File: config.mk
export PLATFORM = sky130hd
export DESIGN_NAME = itcm_icb_arbiter
export DESIGN_NICKNAME = d
export VERILOG_FILES = /design/src/rtl/itcm_icb_arbiter.sv
export SDC_FILE = /design/constraint.sdc
export NUM_CORES = 1
export LEC_CHECK = 0
export ABC_AREA = 1
export CAP_MARGIN = 20
export CORE_AREA = 2 2 91 93
export DETAILED_ROUTE_END_ITERATION = 6
export DIE_AREA = 0 0 93 95
export GPL_ROUTABILITY_DRIVEN = 0
export GPL_TIMING_DRIVEN = 0
export PLACE_DENSITY_LB_ADDON = 0.3
export SETUP_SLACK_MARGIN = 0.02
export SYNTH_ARGS = -nofsm -noshare
export SYNTH_HDL_FRONTEND = slang
export SYNTH_SLANG_ARGS = --single-unit
File: constraint.sdc
create_clock -name clk -period 2.2 [get_ports clk]
set_input_delay 0.22 -clock clk [delete_from_list [all_inputs] [get_ports clk]]
set_output_delay 0.22 -clock clk [all_outputs]
set_load 0.02 [all_outputs]
File: src/rtl/itcm_icb_arbiter.sv
// Two-port (IFU/LSU) round-robin arbiter onto a single ITCM ICB bus.
// An in-order ID FIFO steers each ITCM response back to the port that issued the request.
`ifndef ITCM_ADDR_WIDTH
`define ITCM_ADDR_WIDTH 16
`endif
`ifndef ITCM_DATA_WIDTH
`define ITCM_DATA_WIDTH 32
`endif

module itcm_icb_arbiter #(
  parameter int OUTS_DEPTH = 2
) (
  input  logic                          clk,
  input  logic                          rst_n,
  input  logic                          ifu_req_valid_i,
  output logic                          ifu_req_ready_o,
  input  logic [`ITCM_ADDR_WIDTH-1:0]   ifu_req_addr_i,
  output logic                          ifu_resp_valid_o,
  input  logic                          ifu_resp_ready_i,
  output logic                          ifu_resp_err_o,
  output logic [`ITCM_DATA_WIDTH-1:0]   ifu_resp_rdata_o,
  input  logic                          lsu_req_valid_i,
  output logic                          lsu_req_ready_o,
  input  logic [`ITCM_ADDR_WIDTH-1:0]   lsu_req_addr_i,
  input  logic                          lsu_req_read_i,
  input  logic [`ITCM_DATA_WIDTH-1:0]   lsu_req_wdata_i,
  input  logic [`ITCM_DATA_WIDTH/8-1:0] lsu_req_wmask_i,
  output logic                          lsu_resp_valid_o,
  input  logic                          lsu_resp_ready_i,
  output logic                          lsu_resp_err_o,
  output logic [`ITCM_DATA_WIDTH-1:0]   lsu_resp_rdata_o,
  output logic                          itcm_req_valid_o,
  input  logic                          itcm_req_ready_i,
  output logic [`ITCM_ADDR_WIDTH-1:0]   itcm_req_addr_o,
  output logic                          itcm_req_read_o,
  output logic [`ITCM_DATA_WIDTH-1:0]   itcm_req_wdata_o,
  output logic [`ITCM_DATA_WIDTH/8-1:0] itcm_req_wmask_o,
  input  logic                          itcm_resp_valid_i,
  output logic                          itcm_resp_ready_o,
  input  logic                          itcm_resp_err_i,
  input  logic [`ITCM_DATA_WIDTH-1:0]   itcm_resp_rdata_i
);

  localparam int PTR_W  = (OUTS_DEPTH > 1) ? $clog2(OUTS_DEPTH) : 1;
  localparam int CNT_W  = $clog2(OUTS_DEPTH) + 1;
  localparam int MASK_W = `ITCM_DATA_WIDTH / 8;

  // Port encoding used for grant, last_grant and FIFO IDs: 0 = IFU, 1 = LSU.
  logic                  last_grant_r;
  logic                  lock_r;
  logic                  lock_port_r;
  logic [PTR_W-1:0]      wptr_r;
  logic [PTR_W-1:0]      rptr_r;
  logic [CNT_W-1:0]      count_r;
  logic [OUTS_DEPTH-1:0] ids_r;

  logic grant_s;
  logic granted_valid_s;
  logic full_s;
  logic empty_s;
  logic push_s;
  logic pop_s;
  logic head_id_s;

  function automatic logic [PTR_W-1:0] ptr_inc(input logic [PTR_W-1:0] p);
    if (p == PTR_W'(OUTS_DEPTH - 1)) begin
      return {PTR_W{1'b0}};
    end else begin
      return p + PTR_W'(1);
    end
  endfunction

  assign full_s    = (count_r == CNT_W'(OUTS_DEPTH));
  assign empty_s   = (count_r == {CNT_W{1'b0}});
  assign head_id_s = ids_r[rptr_r];

  // Grant selection: a stalled request keeps its port, otherwise round-robin.
  always_comb begin
    grant_s = 1'b0;
    if (lock_r) begin
      grant_s = lock_port_r;
    end else if (ifu_req_valid_i && lsu_req_valid_i) begin
      grant_s = ~last_grant_r;
    end else if (lsu_req_valid_i) begin
      grant_s = 1'b1;
    end else begin
      grant_s = 1'b0;
    end
  end

  // Request path mux and handshake qualification.
  always_comb begin
    granted_valid_s  = 1'b0;
    itcm_req_addr_o  = {`ITCM_ADDR_WIDTH{1'b0}};
    itcm_req_read_o  = 1'b1;
    itcm_req_wdata_o = {`ITCM_DATA_WIDTH{1'b0}};
    itcm_req_wmask_o = {MASK_W{1'b0}};
    if (grant_s) begin
      granted_valid_s  = lsu_req_valid_i;
      itcm_req_addr_o  = lsu_req_addr_i;
      itcm_req_read_o  = lsu_req_read_i;
      itcm_req_wdata_o = lsu_req_wdata_i;
      itcm_req_wmask_o = lsu_req_wmask_i;
    end else begin
      granted_valid_s  = ifu_req_valid_i;
      itcm_req_addr_o  = ifu_req_addr_i;
    end
  end

  assign itcm_req_valid_o = granted_valid_s & ~full_s;
  // Ready is also gated by the port's own valid so idle ports never show ready.
  assign ifu_req_ready_o  = ~grant_s & ifu_req_valid_i & itcm_req_ready_i & ~full_s;
  assign lsu_req_ready_o  =  grant_s & lsu_req_valid_i & itcm_req_ready_i & ~full_s;
  assign push_s           = itcm_req_valid_o & itcm_req_ready_i;

  // Response routing follows the oldest outstanding ID.
  always_comb begin
    ifu_resp_valid_o  = 1'b0;
    lsu_resp_valid_o  = 1'b0;
    itcm_resp_ready_o = 1'b0;
    if (empty_s) begin
      itcm_resp_ready_o = 1'b0;
    end else if (head_id_s) begin
      lsu_resp_valid_o  = itcm_resp_valid_i;
      itcm_resp_ready_o = lsu_resp_ready_i;
    end else begin
      ifu_resp_valid_o  = itcm_resp_valid_i;
      itcm_resp_ready_o = ifu_resp_ready_i;
    end
  end

  assign pop_s            = itcm_resp_valid_i & itcm_resp_ready_o;
  assign ifu_resp_err_o   = itcm_resp_err_i;
  assign ifu_resp_rdata_o = itcm_resp_rdata_i;
  assign lsu_resp_err_o   = itcm_resp_err_i;
  assign lsu_resp_rdata_o = itcm_resp_rdata_i;

  // Arbitration state: grant lock for stalled requests and round-robin history.
  always_ff @(posedge clk or negedge rst_n) begin
    if (!rst_n) begin
      lock_r       <= 1'b0;
      lock_port_r  <= 1'b0;
      last_grant_r <= 1'b0;
    end else begin
      lock_r      <= itcm_req_valid_o & ~itcm_req_ready_i;
      lock_port_r <= grant_s;
      if (push_s) begin
        last_grant_r <= grant_s;
      end
    end
  end

  // Outstanding-ID FIFO.
  always_ff @(posedge clk or negedge rst_n) begin
    if (!rst_n) begin
      wptr_r  <= {PTR_W{1'b0}};
      rptr_r  <= {PTR_W{1'b0}};
      count_r <= {CNT_W{1'b0}};
      ids_r   <= {OUTS_DEPTH{1'b0}};
    end else begin
      if (push_s) begin
        ids_r[wptr_r] <= grant_s;
        wptr_r        <= ptr_inc(wptr_r);
      end
      if (pop_s) begin
        rptr_r <= ptr_inc(rptr_r);
      end
      case ({push_s, pop_s})
        2'b10:   count_r <= count_r + CNT_W'(1);
        2'b01:   count_r <= count_r - CNT_W'(1);
        default: count_r <= count_r;
      endcase
    end
  end

endmodule
[Word level (Yosys, flattened, before mapping)]
Index checks and enable logic that the tools add are counted.
Widths: inputs -> output; s select.
Storage, ports and cells
  output and inout bits: 125
  register bits: 9
  word-level logic and storage cells: 57
  bits of input ports: 110
Cells by class
  mux-type cells: 22
  magnitude comparators: 3
  equality and inequality tests: 3
  reduce and logical (&&, ||, !) cells: 4
  add/subtract/negate cells: 4
  bitwise operators: 14
Operators by type and width (number)
  $mux 32: 1
  $mux 1: 16
  $mux 16: 1
  $and 1x1->1: 10
  $eq 2x2->1 const B: 2
  $lt 1x2->1 const B: 2
  $mux 4: 1
  $not 1->1: 4
  $pmux 2 s2: 1
  $add 1x1->1 const B: 2
  $add 2x1->2 const B: 1
  $bwmux 2: 1
  $eq 2x1->1 const B: 1
  $logic_and 1x1->1: 2
  $logic_not 2->1: 1
  $reduce_bool 2->1: 1
  $sub 2x1->2 const B: 1
  $demux 1 s1: 1
  $ge 1x1->1 const B: 1

[Logic depth before layout (Yosys ltp)]
  depth after elaboration: 8
  mapped depth: 11
  gate-level depth less buffers: 11

[Worst setup path before layout]
No wires, ideal clock.
  kind: reg2reg
  from: register lock_r
  to: register count_r[1]
  path buffers: 0
  setup slack: 566 ps
  arrival time: 1503 ps
  period minus slack after synthesis: 1634 ps
  cell stages (with the launch flop): 9
  required time: 2069 ps
  path through: dfrtp_1 -> nand2_1 -> nand3_1 -> nand2_4 -> nand2_4 -> ha_1 -> a21oi_1 -> o21ai_0 -> xor2_1
On the way
  cells in the longest elaborated chain, start to end: 6
  elaborated cells on any way between the ends: 8
Ends and longest elaborated chain
  from (decl): RTL line 50  | logic lock_r;
  from (signal assigned): RTL line 145  | lock_r <= itcm_req_valid_o & ~itcm_req_ready_i;
  $mux 1 (*): RTL line 80  | if (lock_r) begin
  $mux 1 (*): RTL line 98  | if (grant_s) begin
  $and 1x1->1 (*): RTL line 110  | assign itcm_req_valid_o = granted_valid_s & ~full_s;
  $and 1x1->1 (*): RTL line 114  | assign push_s = itcm_req_valid_o & itcm_req_ready_i;
  $eq 2x1->1 or $eq 2x2->1 (tied branches): RTL line 168  | case ({push_s, pop_s})
  $pmux 2 s2 or $reduce_bool 2->1 (tied branches)
  to (signal assigned): RTL line 169  | 2'b10: count_r <= count_r + CNT_W'(1);
  to (signal assigned): RTL line 170  | 2'b01: count_r <= count_r - CNT_W'(1);
  to (signal assigned): RTL line 171  | default: count_r <= count_r;
  to (decl): RTL line 54  | logic [CNT_W-1:0] count_r;
Every way passes the cells marked *; elsewhere a longest branch is shown, timed or not.
A chain may end at the register's enable or synchronous reset.

[Worst setup path in the final report]
  from: input ifu_req_valid_i
  to: output ifu_req_ready_o
On the way
  cells in the longest elaborated chain, start to end: 7
Ends and longest elaborated chain
  from (decl): RTL line 15  | input logic ifu_req_valid_i,
  $logic_and 1x1->1: RTL line 82  | end else if (ifu_req_valid_i && lsu_req_valid_i) begin
  $mux 1: RTL line 82
  $mux 1: RTL line 80
  $not 1->1: RTL line 112  | assign ifu_req_ready_o = ~grant_s & ifu_req_valid_i & itcm_req_ready_i & ~full_s;
  $and 1x1->1 (*) (3 in series): RTL line 112
  to (decl): RTL line 16  | output logic ifu_req_ready_o,
Marked as above.

==> metrics.txt <==
DIE AREA 8840 um2; Final min period 2.07 ns; most common flop cell mapped by yosys dfrtp_1; setup_tns 0 ns; initial antenna violation count 0; RSZ-0062 raised after global routing no; Final Max Tran Viols 0; slowest stage cell, crit path clkdlybuf4s50_1; HP Class in -> async; Slew @ Worst Pin 0.406 ns; DR vias 2106; # H-tree levels 1; synth warn 0; Slew HR 72.9%; sequential fraction of the synthesis area 14.5%; number of global-route vias before repair 1845; Max-Cap Viols 0; IO Port Bufs 201; crit end category output pin; critical path launch point type input pin; first-pass GRT wire length 8350 um; row count 33; Synth area leaders buf_4 (32%), nand2_1 (16%), dfrtp_1 (14%); worst-path maximum fanout 3; layout cell share with drive strength beyond 1 19.4%; GRT Util Overall 11.6%; Final setup viols 0; Layout area overhead 145%; root buf cell clkbuf_8; DR iter-0 viols 9; #FFs+latches synth 9; maximum number of pins on one net before global-route repair 11; Syn Nets 371; area leader, netlist buf_4; filler cell count 786; ANT nets after route 0; maximum clock path buffer count 2; Net count, final 577; status complete, no violations; Worst-Skew Late Latency 0.23 ns; post-detail-place hpwl 5350 um; timing-limited maximum frequency 483 MHz; Mapped Cells 260; Clock Sinks 9; maximum VDD drop 0.000411 V; wire length per cell 10.7 um; CTS tree yes; Crit path required time 1.98 ns; leak pwr 2.37 nW; pwr dens 615 nW/um2; Inserted Diodes 0; kind of critical path in -> out; worst path buffer plus inverter count 2; Crit path max-delay family buffers and inverters; Netlist cell types 25; Post-synth top cells buf_4 (67), nand2_1 (65), inv_1 (47); fin cells 570; Clock transition at path regs 0.04 ns; Tcrit/Tclk final 94.1%; delay of the slowest critical-path stage 0.64 ns; worst hold slack 0.288 ns; Top cell by count, worst path clkdlybuf4s50_1; Post-synth EDFFs 0; # DRC 0; Post-synth ARST share 100%; I/O Pins 235; Syn Std Cell Area 1550 um2; Inst Count DP 566; Total Power 0.00234 W; endpoints failing hold 0; crit path DAT 1.85 ns; TritonCTS buffer count 3; core area 7930 um2; GRT overflow 0; vias per inst 3.69; Die Y 95 um; initial core utilization 19.6%; top-area cell type share of the netlist area 32.4%; Die W 93 um; cells along the critical path clkdlybuf4s50_1 > nand2_1 > nand3_2 > nand3_1 > nor3_1 > clkdlybuf4s50_1; drt total wl 6100 um; drt first pass iters 4; syn avg cell area 5.98 um2; clock skew 0.00115 ns; count leader, synth buf_4
==> routing by layer <==
metal	global-route usage [%]	vias up	share of wire [%]	routed length, um
met5	0	-	0	0
met4	1.10	0	0.18	11
met3	3.75	2	11	691
met2	24.1	118	54	3270
met1	11.5	895	35	2120
li1	-	1091	-	-
==> sequential cells by signal, indices dropped and copies added (netlist names) <==
signal / cells
lock_port_r: 1
ids_r: 2
wptr_r: 1
last_grant_r: 1
rptr_r: 1
lock_r: 1
count_r: 2
==> layout by cell type, fill, tap and decap left out, types with 9 or more instances in the layout <==
cell / synthesis / routed
dfrtp_1: 9 / 9
nand2_1: 65 / 65
inv_1: 47 / 47
buf_4: 67 / 68
dlygate4sd2_1: 0 / 18
dlymetal6s2s_1: 0 / 32
nor2_1: 37 / 37
clkdlybuf4s50_1: 0 / 151
==> power breakdown <==
part	internal, W	leakage [nW]	switching (W)	total (W)
clock network	0.000126	0.0228	0.0000610	0.000187
registers	0.000242	0.111	0.0000533	0.000295
logic	0.000860	2.24	0.000997	0.00186
total	0.00123	2.37	0.00111	0.00234
==> path summary, 6_finish.rpt <==
kind	cells past startpoint	slack, ns	start	to
hold / removal	1	0.29	rst_n	count_r[0]$_DFFE_PN0P_
setup / recovery	6	0.13	ifu_req_valid_i	ifu_req_ready_o
hold reg to reg	2	0.48	ids_r[0]$_DFFE_PN0P_	ids_r[0]$_DFFE_PN0P_
min in group clk	2	0.48	ids_r[0]$_DFFE_PN0P_	ids_r[0]$_DFFE_PN0P_
max in group asynchronous	1	1.63	rst_n	wptr_r$_DFFE_PN0P_
setup reg to reg	8	0.47	lock_r$_DFF_PN0_	count_r[1]$_DFFE_PN0P_
==> kinds of logic after synthesis <==
kind of cell    Yosys count  synth area share [%]
compound gates            4                  1.53
flops                     9                  14.5
xor+xnor                  2                  1.13
buf+inv                 122                  47.1
fa+ha+maj                 1                 0.805
simple gates            122                  34.9
==> cell type report <==
class | instances | area, um2 | share of cell area [%]
inverters | 49 | 186 | 4.90
plain buffers | 73 | 548 | 14.4
repair buffers | 201 | 2070 | 54.4
flip-flops and latches | 9 | 225 | 5.92
well taps | 105 | 131 | 3.46
multi-input cells | 129 | 597 | 15.7
clock buffers | 4 | 45.0 | 1.18
==> what timing repair did <==
action                     CTS  global route
resized for setup           19            32
gates cloned                 0             0
setup buffers                0             0
hold buffers                 0             0
setup endpoints to repair   18            32
==> through the flow <==
step | worst slack, ns | instance area, um2 | util, %
floorplan | 0.566 | 1550 | -
global placement | -0.0655 | 3700 | 46.6
detailed placement | -0.0846 | 3700 | 46.6
CTS | 0.0210 | 3720 | 47.0
global route | 0.0283 | 3800 | 48.0
finish | 0.129 | 3800 | 48.0
Note: power is estimated with default switching activity, not from simulation.
